### src/rtl/rom_burst_rd_if.sv
// rom_burst_rd_if: bundles the burst request/status signals, the ROM read bus
// and the output stream of the ROM burst reader.
// The chksum_o member exists only when ROM_BURST_RD_CHKSUM_EN is defined.
// master: the burst reader itself. slave: the side that requests bursts,
// owns the ROM and consumes the stream.
interface rom_burst_rd_if #(
  parameter int Word_Width = 32,
  parameter int Addr_Width = 8
) ();

  // burst request and status
  logic                  start_i;
  logic [Addr_Width-1:0] base_addr_i;
  logic [Addr_Width:0]   len_i;
  logic                  busy_o;
  logic                  done_o;

  // ROM read bus (enables are low active)
  logic                  rom_cen_o;
  logic                  rom_oen_o;
  logic [Addr_Width-1:0] rom_addr_o;
  logic [Word_Width-1:0] rom_data_i;

  // output stream
  logic                  val_o;
  logic                  rdy_i;
  logic [Word_Width-1:0] data_o;

`ifdef ROM_BURST_RD_CHKSUM_EN
  logic [Word_Width-1:0] chksum_o;
`endif

  modport master (
    input  start_i, base_addr_i, len_i, rom_data_i, rdy_i,
    output busy_o, done_o, rom_cen_o, rom_oen_o, rom_addr_o, val_o, data_o
`ifdef ROM_BURST_RD_CHKSUM_EN
    , output chksum_o
`endif
  );

  modport slave (
    output start_i, base_addr_i, len_i, rom_data_i, rdy_i,
    input  busy_o, done_o, rom_cen_o, rom_oen_o, rom_addr_o, val_o, data_o
`ifdef ROM_BURST_RD_CHKSUM_EN
    , input chksum_o
`endif
  );

endinterface

### src/rtl/rom_burst_rd.sv
// rom_burst_rd: fetches len_i consecutive words from a single-port synchronous
// ROM (low-active chip/output enable, data one cycle after the address) and
// presents them on a valid/ready stream. A 3-entry FIFO absorbs the ROM
// latency so the stream keeps one word per cycle under backpressure.
// Optional: define ROM_BURST_RD_CHKSUM_EN to add chksum_o, the modular sum of
// all words transferred in the current burst.
module rom_burst_rd #(
  parameter int Word_Width = 32,
  parameter int Addr_Width = 8
) (
  input  logic           clk,
  input  logic           rst,
  rom_burst_rd_if.master bus
);

  localparam int Fifo_Depth = 3;

  typedef enum logic [1:0] {
    IDLE  = 2'd0,
    READ  = 2'd1,
    DRAIN = 2'd2
  } state_t;

  // control state
  state_t                state;
  logic [Addr_Width-1:0] addr;       // next ROM address to issue
  logic [Addr_Width:0]   remaining;  // reads still to issue
  logic                  inflight;   // a read was issued last cycle
  logic                  oen_hold;   // keeps output enable low between issues
  logic                  busy;
  logic                  done;

  // output FIFO
  logic [Word_Width-1:0] fifo_mem [Fifo_Depth];
  logic [1:0]            wr_ptr;
  logic [1:0]            rd_ptr;
  logic [1:0]            fifo_cnt;

  // per-cycle decisions
  logic [2:0] pending;
  logic       accept;
  logic       issue;
  logic       push;
  logic       pop;
  logic       finish;

  // Circular pointer advance over the 3 FIFO slots.
  function automatic logic [1:0] ptr_inc(input logic [1:0] p);
    return (p == 2'd2) ? 2'd0 : p + 2'd1;
  endfunction

  // Issue decision uses only registered occupancy so that rdy_i never reaches
  // the ROM address/enable; counting the in-flight word reserves its slot.
  always_comb begin
    pending = {1'b0, fifo_cnt} + {2'b00, inflight};
    accept  = (state == IDLE) && bus.start_i;
    issue   = (state == READ) && (remaining != '0) && (pending < 3'd3);
    push    = inflight;
    pop     = (fifo_cnt != 2'd0) && bus.rdy_i;
    finish  = (state == DRAIN) && !inflight &&
              ((fifo_cnt == 2'd0) || ((fifo_cnt == 2'd1) && pop));
  end

  // Burst sequencing: latch the request, walk the address, wait for the drain.
  always_ff @(posedge clk or posedge rst) begin
    if (rst) begin
      state     <= IDLE;
      addr      <= '0;
      remaining <= '0;
      busy      <= 1'b0;
      done      <= 1'b0;
    end else begin
      done <= 1'b0;
      case (state)
        IDLE: begin
          if (bus.start_i) begin
            if (bus.len_i != '0) begin
              state     <= READ;
              addr      <= bus.base_addr_i;
              remaining <= bus.len_i;
              busy      <= 1'b1;
            end else begin
              // empty burst: completes without touching the ROM
              done <= 1'b1;
            end
          end
        end
        READ: begin
          if (issue) begin
            // address wraps naturally at the top of the ROM
            addr      <= addr + Addr_Width'(1);
            remaining <= remaining - (Addr_Width + 1)'(1);
            if (remaining == (Addr_Width + 1)'(1)) begin
              state <= DRAIN;
            end
          end
        end
        DRAIN: begin
          if (finish) begin
            state <= IDLE;
            busy  <= 1'b0;
            done  <= 1'b1;
          end
        end
        default: begin
          state <= IDLE;
        end
      endcase
    end
  end

  // Track the read whose data lands next cycle and keep output enable low
  // from the first issue until the final capture.
  always_ff @(posedge clk or posedge rst) begin
    if (rst) begin
      inflight <= 1'b0;
      oen_hold <= 1'b0;
    end else begin
      inflight <= issue;
      if (issue) begin
        oen_hold <= 1'b1;
      end else if ((state == DRAIN) && inflight) begin
        oen_hold <= 1'b0;
      end
    end
  end

  // One storage register per FIFO slot; a slot loads only when it is the
  // write target of a capture.
  generate
    for (genvar gi = 0; gi < Fifo_Depth; gi++) begin : g_slot
      // capture ROM data into this slot
      always_ff @(posedge clk or posedge rst) begin
        if (rst) begin
          fifo_mem[gi] <= '0;
        end else if (push && (wr_ptr == 2'(gi))) begin
          fifo_mem[gi] <= bus.rom_data_i;
        end
      end
    end
  endgenerate

  // FIFO pointers and occupancy; simultaneous push and pop leave the count.
  always_ff @(posedge clk or posedge rst) begin
    if (rst) begin
      wr_ptr   <= '0;
      rd_ptr   <= '0;
      fifo_cnt <= '0;
    end else begin
      if (push) begin
        wr_ptr <= ptr_inc(wr_ptr);
      end
      if (pop) begin
        rd_ptr <= ptr_inc(rd_ptr);
      end
      case ({push, pop})
        2'b10:   fifo_cnt <= fifo_cnt + 2'd1;
        2'b01:   fifo_cnt <= fifo_cnt - 2'd1;
        default: fifo_cnt <= fifo_cnt;
      endcase
    end
  end

`ifdef ROM_BURST_RD_CHKSUM_EN
  logic [Word_Width-1:0] chksum;

  // Running sum of transferred words, restarted by each accepted request.
  always_ff @(posedge clk or posedge rst) begin
    if (rst) begin
      chksum <= '0;
    end else if (accept) begin
      chksum <= '0;
    end else if (pop) begin
      chksum <= chksum + bus.data_o;
    end
  end

  assign bus.chksum_o = chksum;
`endif

  // Outputs: status and stream come straight from registers; the ROM
  // enables decode registered state only.
  assign bus.busy_o     = busy;
  assign bus.done_o     = done;
  assign bus.rom_cen_o  = ~issue;
  assign bus.rom_oen_o  = ~(issue | oen_hold);
  assign bus.rom_addr_o = addr;
  assign bus.val_o      = (fifo_cnt != 2'd0);
  assign bus.data_o     = fifo_mem[rd_ptr];

endmodule

### src/flat_wrapper.sv
// flat-port wrapper written by rule: the top's interface ports become plain ports
module rom_burst_rd_flat 
#(
  parameter int Word_Width = 32,
  parameter int Addr_Width = 8
)
  (clk, rst, bus_start_i, bus_base_addr_i, bus_len_i, bus_rom_data_i, bus_rdy_i, bus_busy_o, bus_done_o, bus_rom_cen_o, bus_rom_oen_o, bus_rom_addr_o, bus_val_o, bus_data_o);
  rom_burst_rd_if #(.Word_Width(Word_Width), .Addr_Width(Addr_Width)) bus_i ();
  input  logic clk;
  input  logic rst;
  input wire logic [$bits(bus_i.start_i)-1:0] bus_start_i;
  input wire logic [$bits(bus_i.base_addr_i)-1:0] bus_base_addr_i;
  input wire logic [$bits(bus_i.len_i)-1:0] bus_len_i;
  input wire logic [$bits(bus_i.rom_data_i)-1:0] bus_rom_data_i;
  input wire logic [$bits(bus_i.rdy_i)-1:0] bus_rdy_i;
  output wire logic [$bits(bus_i.busy_o)-1:0] bus_busy_o;
  output wire logic [$bits(bus_i.done_o)-1:0] bus_done_o;
  output wire logic [$bits(bus_i.rom_cen_o)-1:0] bus_rom_cen_o;
  output wire logic [$bits(bus_i.rom_oen_o)-1:0] bus_rom_oen_o;
  output wire logic [$bits(bus_i.rom_addr_o)-1:0] bus_rom_addr_o;
  output wire logic [$bits(bus_i.val_o)-1:0] bus_val_o;
  output wire logic [$bits(bus_i.data_o)-1:0] bus_data_o;
  assign bus_i.start_i = bus_start_i;
  assign bus_i.base_addr_i = bus_base_addr_i;
  assign bus_i.len_i = bus_len_i;
  assign bus_i.rom_data_i = bus_rom_data_i;
  assign bus_i.rdy_i = bus_rdy_i;
  assign bus_busy_o = bus_i.busy_o;
  assign bus_done_o = bus_i.done_o;
  assign bus_rom_cen_o = bus_i.rom_cen_o;
  assign bus_rom_oen_o = bus_i.rom_oen_o;
  assign bus_rom_addr_o = bus_i.rom_addr_o;
  assign bus_val_o = bus_i.val_o;
  assign bus_data_o = bus_i.data_o;
  rom_burst_rd #(.Word_Width(Word_Width), .Addr_Width(Addr_Width)) u_core (.clk(clk), .rst(rst), .bus(bus_i));
endmodule
### config.mk
export PLATFORM = sky130hd
export DESIGN_NAME = rom_burst_rd_flat
export DESIGN_NICKNAME = d
export VERILOG_FILES = /design/src/rtl/rom_burst_rd_if.sv /design/src/rtl/rom_burst_rd.sv /design/src/flat_wrapper.sv
export SDC_FILE = /design/constraint.sdc
export NUM_CORES = 1
export LEC_CHECK = 0
export CAP_MARGIN = 20
export CORE_ASPECT_RATIO = 0.7
export CORE_UTILIZATION = 32
export DETAILED_ROUTE_END_ITERATION = 10
export GPL_TIMING_DRIVEN = 0
export HOLD_SLACK_MARGIN = 0.03
export SETUP_SLACK_MARGIN = 0.1
export SYNTH_ARGS = -nofsm -noshare
export SYNTH_HDL_FRONTEND = slang
export SYNTH_SLANG_ARGS = --single-unit
### constraint.sdc
create_clock -name clk -period 6.5 [get_ports clk]
set_input_delay 1.95 -clock clk [delete_from_list [all_inputs] [get_ports clk]]
set_output_delay 1.95 -clock clk [all_outputs]
set_load 0.01 [all_outputs]
# Yosys cells after proc, flatten, opt, wreduce, memory -nomap -nowiden
# Index checks and enable logic that the tools add are counted.
classes:
  eq_ne: 14
  n_bitwise: 4
  reduce_logical: 25
  order_cmp: 2
  add_sub_neg: 7
  muxes: 30
op_table:
  columns: ["operator", "n"]
  rows:
  - ["$bmux W32 S2", 1]
  - ["$mux W32", 2]
  - ["$mux W9", 3]
  - ["$mux W8", 3]
  - ["$pmux W9 S2", 1]
  - ["$reduce_bool A9 Y1", 2]
  - ["$pmux W8 S2", 1]
  - ["$mux W2", 7]
  - ["$logic_and A1 B1 Y1", 10]
  - ["$reduce_bool A2 Y1", 5]
  - ["$eq A9 B1 Y1 const B", 1]
  - ["$sub A9 B1 Y9 const B", 1]
  - ["$add A8 B1 Y8 const B", 1]
  - ["$eq A2 B1 Y1 const B", 4]
  - ["$eq A2 B2 Y1 const B", 4]
  - ["$mux W1", 8]
  - ["$reduce_and A4 Y1", 2]
  - ["$add A2 B1 Y2 const B", 3]
  - ["$logic_not A2 Y1", 3]
  - ["$ne A2 B2 Y1 const B", 3]
  - ["$pmux W2 S3", 1]
  - ["$reduce_and A5 Y1", 1]
  - ["$ne A2 B1 Y1 const B", 2]
  - ["$pmux W1 S2", 2]
  - ["10 further kinds", 11]
totals:
  output_inout_bits: 45
  register_bits: 125

# Longest topological paths before layout
logic_depth:
  ltp_word: 7
  depth_mapped: 8
  depth_no_buf: 7

# Worst setup path before layout
# OpenSTA, ideal clock, no wires.
synth_path:
  kind: "reg-to-output"
  start: "reg u_core.inflight"
  end: "out bus_rom_oen_o"
  n_path_buf: 1
  arrival_time_ps: 1787
  required_ps: 4550
  stages_incl_launch_ff: 8
  setup_slack_ps: 2763
  cell_sequence: "dfrtp_1 -> ha_1 -> ha_1 -> a21o_1 -> a311o_2 -> inv_2 -> buf_2 -> nor2_1"
synth_via:
  elab_chain_len: 5
synth_rtl:
  columns: ["item", "line", "rtl"]
  rows:
  - ["start: declaration", "rom_burst_rd.sv:28", "logic inflight;"]
  - ["start signal: assignment", "rom_burst_rd.sv:119", "inflight <= issue;"]
  - ["$add A2 B1 Y3", "rom_burst_rd.sv:55", "pending = {1'b0, fifo_cnt} + {2'b00, inflight};"]
  - ["$lt A3 B2 Y1", "rom_burst_rd.sv:57", "issue = (state == READ) && (remaining != '0) && (pending < 3'd3);"]
  - ["$logic_and A1 B1 Y1", "rom_burst_rd.sv:57", null]
  - ["named net u_core.issue", "rom_burst_rd.sv:42", "logic issue;"]
  - ["$or A1 B1 Y1", "rom_burst_rd.sv:186", "assign bus.rom_oen_o = ~(issue | oen_hold);"]
  - ["$not A1 Y1", "rom_burst_rd.sv:186", null]
  - ["end: declaration", "flat_wrapper.sv:19", "output wire logic [$bits(bus_i.rom_oen_o)-1:0] bus_rom_oen_o;"]
# The timed path passes the listed nets, and every way through them passes these cells.

# Final worst setup path
# Ends and elaborated chain as after synthesis.

==> impl_metrics.tcl <==
set metrics [dict create \
    status "finished, final reports clean" \
    grt_max_degree 101 \
    netlist_top_cells_count "dfrtp_1, mux2_2, nand2_1, o21ai_0, mux2i_1" \
    post_drt_wl_per_cell_um 17.2 \
    yosysUniqueCellTypes 48 \
    endpoint_kind "output port" \
    power_density_nw_per_um2 555 \
    max_slew_margin 0.425 \
    r2r_end "u_core.remaining[6]$_DFFE_PP0P_" \
    insertion_delay_ns 0.41 \
    worstSetupStartpointType "flop" \
    p_leak_nw 3.24 \
    fin_crit_sh 0.760 \
    dieArea_sq_um 19000 \
    tritoncts "done" \
    syn_area_per_cell_sq_um 11.8 \
    synthTopCellsByArea "dfrtp_1, mux2_2, mux2i_1" \
    cts.path.max_buffers 2 \
    ys_seq_area_frac 0.529 \
    cts_setup_buffers 0 \
    drt-initial-drc-count 268 \
    hp-class "flop to flop" \
    synth_seq_cells 125 \
    nNetsFinal 680 \
    root_buffer "clkbuf_16" \
    antenna_cells 0 \
    crit_arrival_ns 2.99 \
    grt_pass1_vias 4489 \
    place_ws_ns 1.99 \
    antenna_found_initial 0 \
    port_buffers 97 \
    hold_violations 0 \
    critPathKind "flop to output port" \
    fin_crit_ns 4.94 \
    wirelength_um 14900 \
    crit_required_ns 4.55 \
    fin_ws_ns 1.56 \
    r2r_start "u_core.inflight$_DFF_PP0_" \
    yosys.area.top_type "dfrtp_1" \
    grt_usage 0.168 \
    core_sq_um 18100 \
    syn_to_final_growth_pct 32.2 \
    netlist_area_sq_um 5910 \
    finalPower_mw 4.34 \
    io_pins 98 \
    row_count 41 \
    crit_fanout 10 \
    setup_viol 0 \
    num_vias 4340 \
    drc_errors 0 \
    drive_above_1_share 0.236 \
    synth_nets 563 \
    synth_top_cell_area_share 0.529 \
    fmax_ghz 0.202 \
    reg2reg_slack_ns 4.10 \
    dr.pass1.iters 6 \
    ys_async_sr_fraction 1.00 \
    gp_congestion 0.806 \
    slew_violations 0 \
    htree_levels 4 \
    ir_drop_uv 235 \
    initial_core_util 0.327 \
    place_inst 835 \
    synthFlopType "dfrtp_1" \
    rsz0062_at_grt "no" \
    tightest_slew_ns 0.862 \
    grt_pass1_wl_um 24100 \
    r2r_cells 8 \
    crit_end "bus_rom_oen_o" \
    crit_start "u_core.inflight$_DFF_PP0_" \
    synth-edff-count 0 \
    max-cap-violations 0 \
    hpwl_um 10600 \
    whs_ns 0.496 \
    cts_hold_buf 0 \
    nFillCells 1702 \
    antenna_left 0 \
    skew_ns 0.00762 \
    overflow 0 \
    numCtsBuffers 17 \
    post_cts_resize_count 0 \
    via_per_inst 5.01 \
    yosys.cell_count.top_type "dfrtp_1" \
    cts.sink_count 125 \
    clkTransAtPathRegs_ns 0.06 \
    fp.dieW_um 164 \
    synth_cells 501 \
    yosys_warnings 0 \
    final_cell_count_no_fill 867 \
    fp.dieH_um 116 \
]
-- cell families after synthesis --
kind of cell,Yosys count,synth area share
DFF,125,0.529
AOI/OAI and AO/OA,85,0.0919
muxes,131,0.242
and+or+nand+nor,103,0.0824
adders and majority gates,9,0.0191
buffers and inverters,46,0.0320
xor gates and xnor gates,2,0.00296
-- cells in the final DEF (no fill, tap or decap), types with 3 or more instances in the layout --
master | synthesis | final
dfrtp_1 | 125 | 125
clkdlybuf4s50_1 | 0 | 97
bufinv_16 | 0 | 3
buf_2 | 7 | 7
ha_1 | 9 | 9
nand3_1 | 7 | 7
inv_6 | 0 | 3
mux2_2 | 96 | 96
buf_1 | 7 | 7
or3_1 | 5 | 5
o22ai_1 | 7 | 7
nand2_1 | 47 | 47
clkbuf_16 | 0 | 17
nor3_1 | 13 | 13
a21oi_1 | 8 | 8
clkinv_2 | 0 | 4
o2bb2ai_1 | 3 | 3
o21ai_0 | 42 | 42
mux2i_1 | 34 | 34
inv_1 | 13 | 12
clkinvlp_4 | 0 | 3
clkbuf_1 | 16 | 16
nor4_1 | 3 | 3
o221ai_1 | 3 | 3
nor2_1 | 16 | 16
a31oi_1 | 4 | 4
nor2b_1 | 3 | 3
-- cell type report --
type	count	area [sq um]	share of cell area
inverter	15	61.3	0.00785
sequential	125	3130	0.400
tap	236	295	0.0378
buffer	31	133	0.0170
clock inverter	14	168	0.0215
clock buffer	18	439	0.0562
multi-input combinational	330	2590	0.332
timing repair buffer	98	998	0.128
-- sequential cells by signal, indices dropped and copies added (netlist names) --
| register | cells |
|---|---|
| u_core.bus.rom_addr_o | 8 |
| u_core.state | 2 |
| u_core.rd_ptr | 2 |
| u_core.wr_ptr | 2 |
| u_core.fifo_cnt | 2 |
| u_core.bus.done_o | 1 |
| u_core.remaining | 9 |
| u_core.bus.busy_o | 1 |
| u_core.oen_hold | 1 |
| u_core.fifo_mem | 96 |
| u_core.inflight | 1 |
-- stage by stage --
stage                util  TNS (ns)  area (sq um)
global route        0.433         0          7820
finish              0.433         0          7820
detailed placement  0.399         0          7210
CTS                 0.433         0          7820
floorplan               -         0          5910
global placement    0.397    -64.53          7180
-- power by group --
part / internal, mW / total [mW] / switching [mW]
clock: 0.613 / 0.965 / 0.352
sequential: 1.18 / 1.43 / 0.249
combinational: 1.03 / 1.94 / 0.917
total: 2.82 / 4.34 / 1.52
-- worst max-delay path, cell delays in order, from the launching register on --
cell and delay (ns):
dfrtp_1 0.45, ha_1 0.22, ha_1 0.26, a21o_1 0.20
a311o_2 0.40, inv_2 0.16, buf_2 0.28, nor2_1 0.11
clkdlybuf4s50_1 0.49
-- metal layers --
layer	GRT usage	share of wire
met2	0.253	0.46
met1	0.239	0.48
met3	0.0455	0.047
met5	0	0
met4	0.0459	0.0083
-- worst min path at each step --
| stage | cells past startpoint | to | from |
|---|---|---|---|
| floorplan | 1 | u_core.fifo_mem[24]$_DFFE_PP0P_ | u_core.fifo_mem[24]$_DFFE_PP0P_ |
| global placement | 1 | u_core.fifo_mem[24]$_DFFE_PP0P_ | u_core.fifo_mem[24]$_DFFE_PP0P_ |
| detailed placement | 1 | u_core.fifo_mem[24]$_DFFE_PP0P_ | u_core.fifo_mem[24]$_DFFE_PP0P_ |
| CTS | 1 | u_core.fifo_mem[24]$_DFFE_PP0P_ | u_core.fifo_mem[24]$_DFFE_PP0P_ |
| global route | 1 | u_core.fifo_mem[66]$_DFFE_PP0P_ | u_core.fifo_mem[66]$_DFFE_PP0P_ |
| finish | 1 | u_core.fifo_mem[24]$_DFFE_PP0P_ | u_core.fifo_mem[24]$_DFFE_PP0P_ |
Note: power is estimated with default switching activity, not from simulation.
